## config.mk

```make
export PLATFORM = sky130hd
export DESIGN_NAME = dtc_rx
export DESIGN_NICKNAME = d
export VERILOG_FILES = /design/src/rtl/dtc_pkg.sv /design/src/rtl/dtc_rx_align.sv /design/src/rtl/dtc_rx.sv
export SDC_FILE = /design/constraint.sdc
export NUM_CORES = 1
export LEC_CHECK = 0
export BUFFER_PORTS_ARGS = -buffer_cell sky130_fd_sc_hd__buf_2
export CORE_AREA = 2 2 133 135
export CTS_BUF_LIST = sky130_fd_sc_hd__clkbuf_16
export DETAILED_ROUTE_END_ITERATION = 12
export DIE_AREA = 0 0 135 137
export PLACE_DENSITY = 0.67
export SKIP_CTS_REPAIR_TIMING = 1
export SLEW_MARGIN = 15
export SYNTH_ARGS = -nofsm -noshare
export SYNTH_HDL_FRONTEND = slang
export SYNTH_SLANG_ARGS = --single-unit
```

## constraint.sdc

```tcl
create_clock -name dtc_clk -period 2.9 [get_ports dtc_clk]
set_input_delay 0.58 -clock dtc_clk [delete_from_list [all_inputs] [get_ports dtc_clk]]
set_output_delay 0.58 -clock dtc_clk [all_outputs]
set_load 0.005 [all_outputs]
```

## src/rtl/dtc_pkg.sv

```systemverilog
// dtc_pkg: DTC link framing words and receiver states, shared by the rx and tx ends
package dtc_pkg;
   localparam logic [15:0] W_SYNC = 16'hBC50;
   localparam logic [15:0] W_RPL  = 16'hF7F7;
   localparam logic [15:0] W_STS  = 16'hDCDC;
   localparam logic [15:0] W_EVT  = 16'h5C5C;
   localparam logic [15:0] W_TRL  = 16'hC5D5;
   typedef logic [2:0] rx_state_t;
   localparam rx_state_t ST_HUNT  = 3'd0;
   localparam rx_state_t ST_ALIGN = 3'd1;
   localparam rx_state_t ST_IDLE  = 3'd2;
   localparam rx_state_t ST_EVT   = 3'd3;
   localparam rx_state_t ST_RPL   = 3'd4;
   localparam rx_state_t ST_STS   = 3'd5;
endpackage

```

## src/rtl/dtc_rx_align.sv

```systemverilog
// dtc_rx_align: DDR capture, nibble shifter and sync-word alignment for the DTC receiver
module dtc_rx_align import dtc_pkg::*; #(
   parameter int SYNC_LOCK = 4
) (
   input  logic        dtc_clk,
   input  logic        rst,
   input  logic        dtc_data,
   input  logic        dtc_return,
   input  logic        relock,
   output logic [15:0] word,
   output logic        wstb,
   output logic        locked
);
   logic d_r, r_r, d_f, r_f, q_dr, q_rr, q_df, q_rf;
   logic [15:0] sr;
   logic [1:0] ph, lock_ph;
   logic [7:0] sync_cnt;
   rx_state_t st;
   // same-edge-pipelined IDDR pair: rise and fall halves leave together on the next rising edge
   always_ff @(posedge dtc_clk) {d_r, r_r} <= {dtc_data, dtc_return};
   always_ff @(negedge dtc_clk) {d_f, r_f} <= {dtc_data, dtc_return};
   always_ff @(posedge dtc_clk) {q_rf, q_df, q_rr, q_dr} <= {r_f, d_f, r_r, d_r};
   assign word = sr;
   assign wstb = ph == lock_ph;
   assign locked = st == ST_IDLE;
   always_ff @(posedge dtc_clk)
      if (rst) begin
         sr <= '0;
         ph <= '0;
         lock_ph <= '0;
         sync_cnt <= '0;
         st <= ST_HUNT;
      end else begin
         sr <= {q_rf, q_df, q_rr, q_dr, sr[15:4]};
         ph <= ph + 2'd1;
         if (st == ST_HUNT && sr == W_SYNC) begin
            lock_ph <= ph;
            sync_cnt <= 8'd1;
            st <= SYNC_LOCK == 1 ? ST_IDLE : ST_ALIGN;
         end else if (st == ST_ALIGN && wstb) begin
            sync_cnt <= sync_cnt + 8'd1;
            st <= sr != W_SYNC ? ST_HUNT : sync_cnt + 8'd1 == 8'(SYNC_LOCK) ? ST_IDLE : ST_ALIGN;
         end else if (st == ST_IDLE && relock)
            st <= ST_HUNT;
      end
endmodule

```

## src/rtl/dtc_rx.sv

```systemverilog
// dtc_rx: DTC link receiver, decodes event, register-reply and status frames from aligned words
module dtc_rx import dtc_pkg::*; #(
   parameter int SYNC_LOCK     = 4,
   parameter int MAX_EVT_WORDS = 2624
) (
   input  logic        dtc_clk,
   input  logic        rst,
   input  logic        dtc_data,
   input  logic        dtc_return,
   output logic        locked,
   output logic        evt_start,
   output logic        evt_wr,
   output logic [11:0] evt_idx,
   output logic [11:0] evt_data,
   output logic        evt_done,
   output logic        rpl_vld,
   output logic [31:0] rpl_addr,
   output logic [31:0] rpl_data,
   output logic        sts_vld,
   output logic [15:0] sts_word,
   output logic        err
);
   logic [15:0] word;
   logic wstb, stb, adc, bad;
   rx_state_t st;
   logic [11:0] cnt;
   logic [1:0] rcnt;
   logic [47:0] rbuf;
   dtc_rx_align #(.SYNC_LOCK(SYNC_LOCK)) u_align (
      .dtc_clk(dtc_clk), .rst(rst), .dtc_data(dtc_data), .dtc_return(dtc_return),
      .relock(bad), .word(word), .wstb(wstb), .locked(locked)
   );
   assign stb = wstb && locked;
   assign adc = word[15:12] == 4'h0;
   assign bad = stb && (st == ST_IDLE ? !(word inside {W_SYNC, W_TRL, W_EVT, W_RPL, W_STS}) :
                        st == ST_EVT && (adc ? cnt == 12'(MAX_EVT_WORDS) : word != W_TRL));
   always_ff @(posedge dtc_clk)
      if (rst) begin
         st <= ST_IDLE;
         {evt_start, evt_wr, evt_done, rpl_vld, sts_vld, err} <= '0;
         {evt_idx, evt_data, cnt, rcnt, rbuf} <= '0;
         {rpl_addr, rpl_data, sts_word} <= '0;
      end else begin
         {evt_start, evt_wr, evt_done, rpl_vld, sts_vld} <= '0;
         err <= bad;
         // losing alignment abandons any frame in progress without a completion pulse
         if (!locked || bad)
            st <= ST_IDLE;
         else if (stb)
            case (st)
               ST_IDLE: begin
                  evt_start <= word == W_EVT;
                  if (word == W_EVT) evt_idx <= '0;
                  cnt <= '0;
                  rcnt <= '0;
                  st <= word == W_EVT ? ST_EVT : word == W_RPL ? ST_RPL : word == W_STS ? ST_STS : ST_IDLE;
               end
               ST_EVT:
                  if (adc) begin
                     evt_wr <= 1'b1;
                     evt_data <= word[11:0];
                     evt_idx <= cnt;
                     cnt <= cnt + 12'd1;
                  end else begin
                     evt_done <= 1'b1;
                     st <= ST_IDLE;
                  end
               ST_RPL: begin
                  rbuf <= {rbuf[31:0], word};
                  rcnt <= rcnt + 2'd1;
                  if (rcnt == 2'd3) begin
                     rpl_vld <= 1'b1;
                     rpl_addr <= rbuf[47:16];
                     rpl_data <= {rbuf[15:0], word};
                     st <= ST_IDLE;
                  end
               end
               ST_STS: begin
                  sts_vld <= 1'b1;
                  sts_word <= word;
                  st <= ST_IDLE;
               end
               default: st <= ST_IDLE;
            endcase
      end
endmodule

```

Word-level counts from Yosys, hierarchy flattened
Cells that the tools add are included.

Add/sub/neg operators: 4. Equality and inequality tests: 21. Mux-type cells: 25. Bitwise gates (word level): 5. Reductions and logical operators: 31.

Operator list (count): equality test 16 bit (second input constant) (4); one-hot mux 12 bit (2 select lines) (2); two-way mux 12 bit (3); inequality test 16 bit (second input constant) (2); two-way mux 3 bit (8); equality test 16 x 15 -> 1 bit (second input constant) (1); adder 12 x 1 -> 12 bit (second input constant) (1); equality test 12 bit (second input constant) (1); AND reduction 3 bit (4); AND reduction 4 bit (3); OR reduction 4 bit (3); equality test 3 x 2 -> 1 bit (second input constant) (3); two-way mux 1 bit (9); one-hot mux 3 bit (3 select lines) (1); adder 8 x 1 -> 8 bit (second input constant) (1); equality test 8 x 3 -> 1 bit (second input constant) (1); nonzero test 2 bit (4); equality test 3 bit (second input constant) (2); logical AND 1 bit (6); inequality test 2 bit (second input constant) (3); inverter 1 bit (5); AND reduction 5 bit (1); nonzero test 5 bit (1); adder 2 x 1 -> 2 bit (second input constant) (2); other kinds (13) (15).

Flip-flop bits (word level): 214. Input bits: 4. Output and inout bits: 111. Word-level logic and storage cells: 116.

Longest topological paths before layout
Depth in word-level cells: 9. Depth in mapped cells: 9. Depth with buffers taken out: 8.

By module
A second synthesis with hierarchy kept.

Cells, all modules: 944. Area, all modules: 7952.6 sq um.

Modules (own cells, without submodules): dtc_rx (instances 1, cells an instance 813, area an instance 6566.3 sq um, sequential area each 3503.4 sq um); dtc_rx_align (instances 1, cells an instance 131, area an instance 1386.3 sq um, sequential area each 760.7 sq um).

==> run metrics <==
status completed; # rows 48; Iter 0 DRT Violations 434; Final ANT Viol Nets 0; DRC errors left 0; GP Congestion 0.8840; worst-margin pin slew 1.026 ns; vias in the first global route 6155; final WL 19.76 mm; CP Data Required Time 3.33 ns; Core Util, Final 54.40%; Clock Skews 0.05669 ns; Worst path max stage delay 0.81 ns; Die Area 18500 um2; Yosys top cell by area dfxtp_1; Inserted Clock Buffers 23; Finished Layout Cells 1290; clk buf depth 3; Worst-path clk slew 0.06 ns; Clk Latency, worst-skew pair 0.55 ns; drt wl/cell 15.32 um; worst-path fanout max 12; Final Max Tran Viols 0; Post-Syn Instances 961; Crit. End Element register; post-place setup slack 0.4764 ns; ys async rst share 0%; share of the synthesized area in the top cell type 54.22%; first-pass GRT wire length 31.55 mm; n_diodes 0; Vias 6757; pin count of the biggest net entering global routing 66; post-DP HPWL 12.86 mm; f_max 0.4027 GHz; CP Cell Sequence or4_4 -> nor3_2 -> nand3b_1 -> o21ai_1 -> nand3_1 -> a21oi_1; Leak 3.505 nW; Clock Sinks 213; vias per cell 5.238; Pwr Density 624.6 nW/um2; Synth Warn # 0; crit share post-route 85.62%; Post-synth EDFFs 0; Die Ht 137 um; maximum vdd drop 0.4074 mV; PortBufs 114; Distinct cells, synth 56; CP startpoint kind register; Hold Crit Class in -> reg; Post-Syn Area 7865 um2; Min-Delay Startpoint dtc_return; root buffer cell clkbuf_16; Total Neg Setup Slack 0 ns; #FFs+latches synth 213; Final setup viols 0; drt first pass iters 5; TritonCTS clock tree done; total grt overflow 0; RSZ-0062 raised after global routing false; Worst path slowest cell o21ai_1; initial antenna violation count 0; placed insts 1248; critical path arrival 2.91 ns; Starting Density 46.11%; I/O pin count 115; Max-Slew Margin vs Limit 31.15%; critical path class reg -> reg; Area growth syn-to-layout 17.98%; fraction of layout cells with a size suffix above 1 15.96%; Avg Cell Area, Syn 8.184 um2; Layout Nets 1057; CP Launch Point u_align.word[9]$_SDFF_PP0_; H-Tree Level Count 1; Final Worst Setup Slack 0.4170 ns; Tmin final 2.483 ns; Worst R2R Start u_align.word[9]$_SDFF_PP0_; Hold Fails Final Rpt 0; # Max-Cap Violations 0; Finished Cell Area 9279 um2; synth top area cells dfxtp_1 (54%), nand2_1 (15%), a21oi_1 (11%); Die X-Extent 135 um; post-synthesis sequential area ratio 54.22%; Synth Flop Type dfxtp_1; Core Region 17060 um2; Total GRT Usage 20.89%; Synth Net Count 969; area of placed instances 8571 um2
-- power breakdown --
| group | switching [mW] | internal, mW | leakage, nW |
|---|---|---|---|
| Sequential | 0.0244 | 2.94 | 1.72 |
| Combinational | 0.0572 | 0.0221 | 1.41 |
| Clock | 1.13 | 1.61 | 0.375 |
-- cell usage in the layout, fill, tap and decap left out, drive strengths merged, types with 11 or more instances in the layout --
cell    netlist  layout
nand2       305     305
dfxtp       213     213
a21oi       175     175
buf          13     127
nor2         33      33
clkbuf       52      23
nand3        22      22
nor2b        19      19
nor3         12      12
inv           4      11
-- final timing paths --
| path | depth (start not counted) | slack (ns) | end |
|---|---|---|---|
| setup / recovery | 6 | 0.42 | evt_idx[3]$_SDFFE_PP0P_ |
| hold / removal | 1 | 0.20 | u_align.r_r$_DFF_P_ |
| setup reg to reg | 6 | 0.42 | evt_idx[3]$_SDFFE_PP0P_ |
| hold reg to reg | 0 | 0.33 | u_align.q_rr$_DFF_P_ |
-- sequential cells by signal, indices dropped and copies added (netlist names), 3 cells and up --
signal and cells:
rbuf 48, rpl_addr 32, rpl_data 32, sts_word 16, u_align.word 16, cnt 12, evt_data 12, evt_idx 12
u_align.sync_cnt 8, st 3
-- cell families after synthesis --
family                     after synthesis  share of synthesized area, %
and+or+nand+nor                        455                         26.14
DFF                                    213                         54.22
AOI/OAI and AO/OA                      207                         14.00
buffers and inverters                   69                         3.516
xor gates and xnor gates                10                         1.114
adders and majority gates                4                        0.6364
muxes                                    3                        0.3818
-- final cells by class --
| type | instances | area (um2) |
|---|---|---|
| clock buffer | 23 | 575.6 |
| clock inverter | 20 | 136.4 |
| fill | 1664 | 7777 |
| inverter | 3 | 11.26 |
| multi-input combinational | 679 | 3336 |
| sequential | 213 | 4264 |
| tap | 225 | 281.5 |
| timing repair buffer | 127 | 674.4 |
-- stage by stage --
step | hold slack [ns] | total power, mW
2_1_floorplan | 0.3096 | 3.092
3_3_place_gp | 0.3217 | 3.114
3_5_place_dp | 0.3281 | 3.116
4_1_cts | 0.1846 | 5.850
5_1_grt | 0.1885 | 5.984
6_report | 0.1967 | 5.795
-- critical path: cells and delay by family, from the launching register on --
kind / cells / cell delay, ns
DFF: 1 / 0.37
and+or+nand+nor: 4 / 1.05
AOI/OAI and AO/OA: 2 / 0.98
-- routing by layer --
| layer | global-route usage (%) | part of all wire (%) | vias to the layer above |
|---|---|---|---|
| li1 | - | - | 3394 |
| met1 | 29.97 | 47 | 3139 |
| met2 | 32.52 | 45 | 193 |
| met3 | 3.222 | 5.6 | 31 |
| met4 | 6.366 | 2.0 | 0 |
| met5 | 0 | 0 | - |
-- synth_stat cells (3+ instances only) --
| master | count |
|---|---|
| xnor2_1 | 5 |
| ha_1 | 4 |
| nand4_1 | 7 |
| nor3_1 | 10 |
| o21a_1 | 5 |
| dfxtp_1 | 213 |
| nand2b_1 | 5 |
| a21oi_1 | 175 |
| buf_2 | 8 |
| or4_1 | 6 |
| nor4_1 | 4 |
| inv_1 | 4 |
| and3_1 | 9 |
| nand3b_1 | 7 |
| mux2i_1 | 3 |
| clkbuf_1 | 52 |
| buf_1 | 4 |
| a31oi_1 | 5 |
| nor2_1 | 33 |
| nor3b_1 | 5 |
| o21ai_0 | 6 |
| xor2_1 | 5 |
| nor2b_1 | 19 |
| nand2_1 | 305 |
| nand3_1 | 22 |
Power figures use the tool's default switching activity.
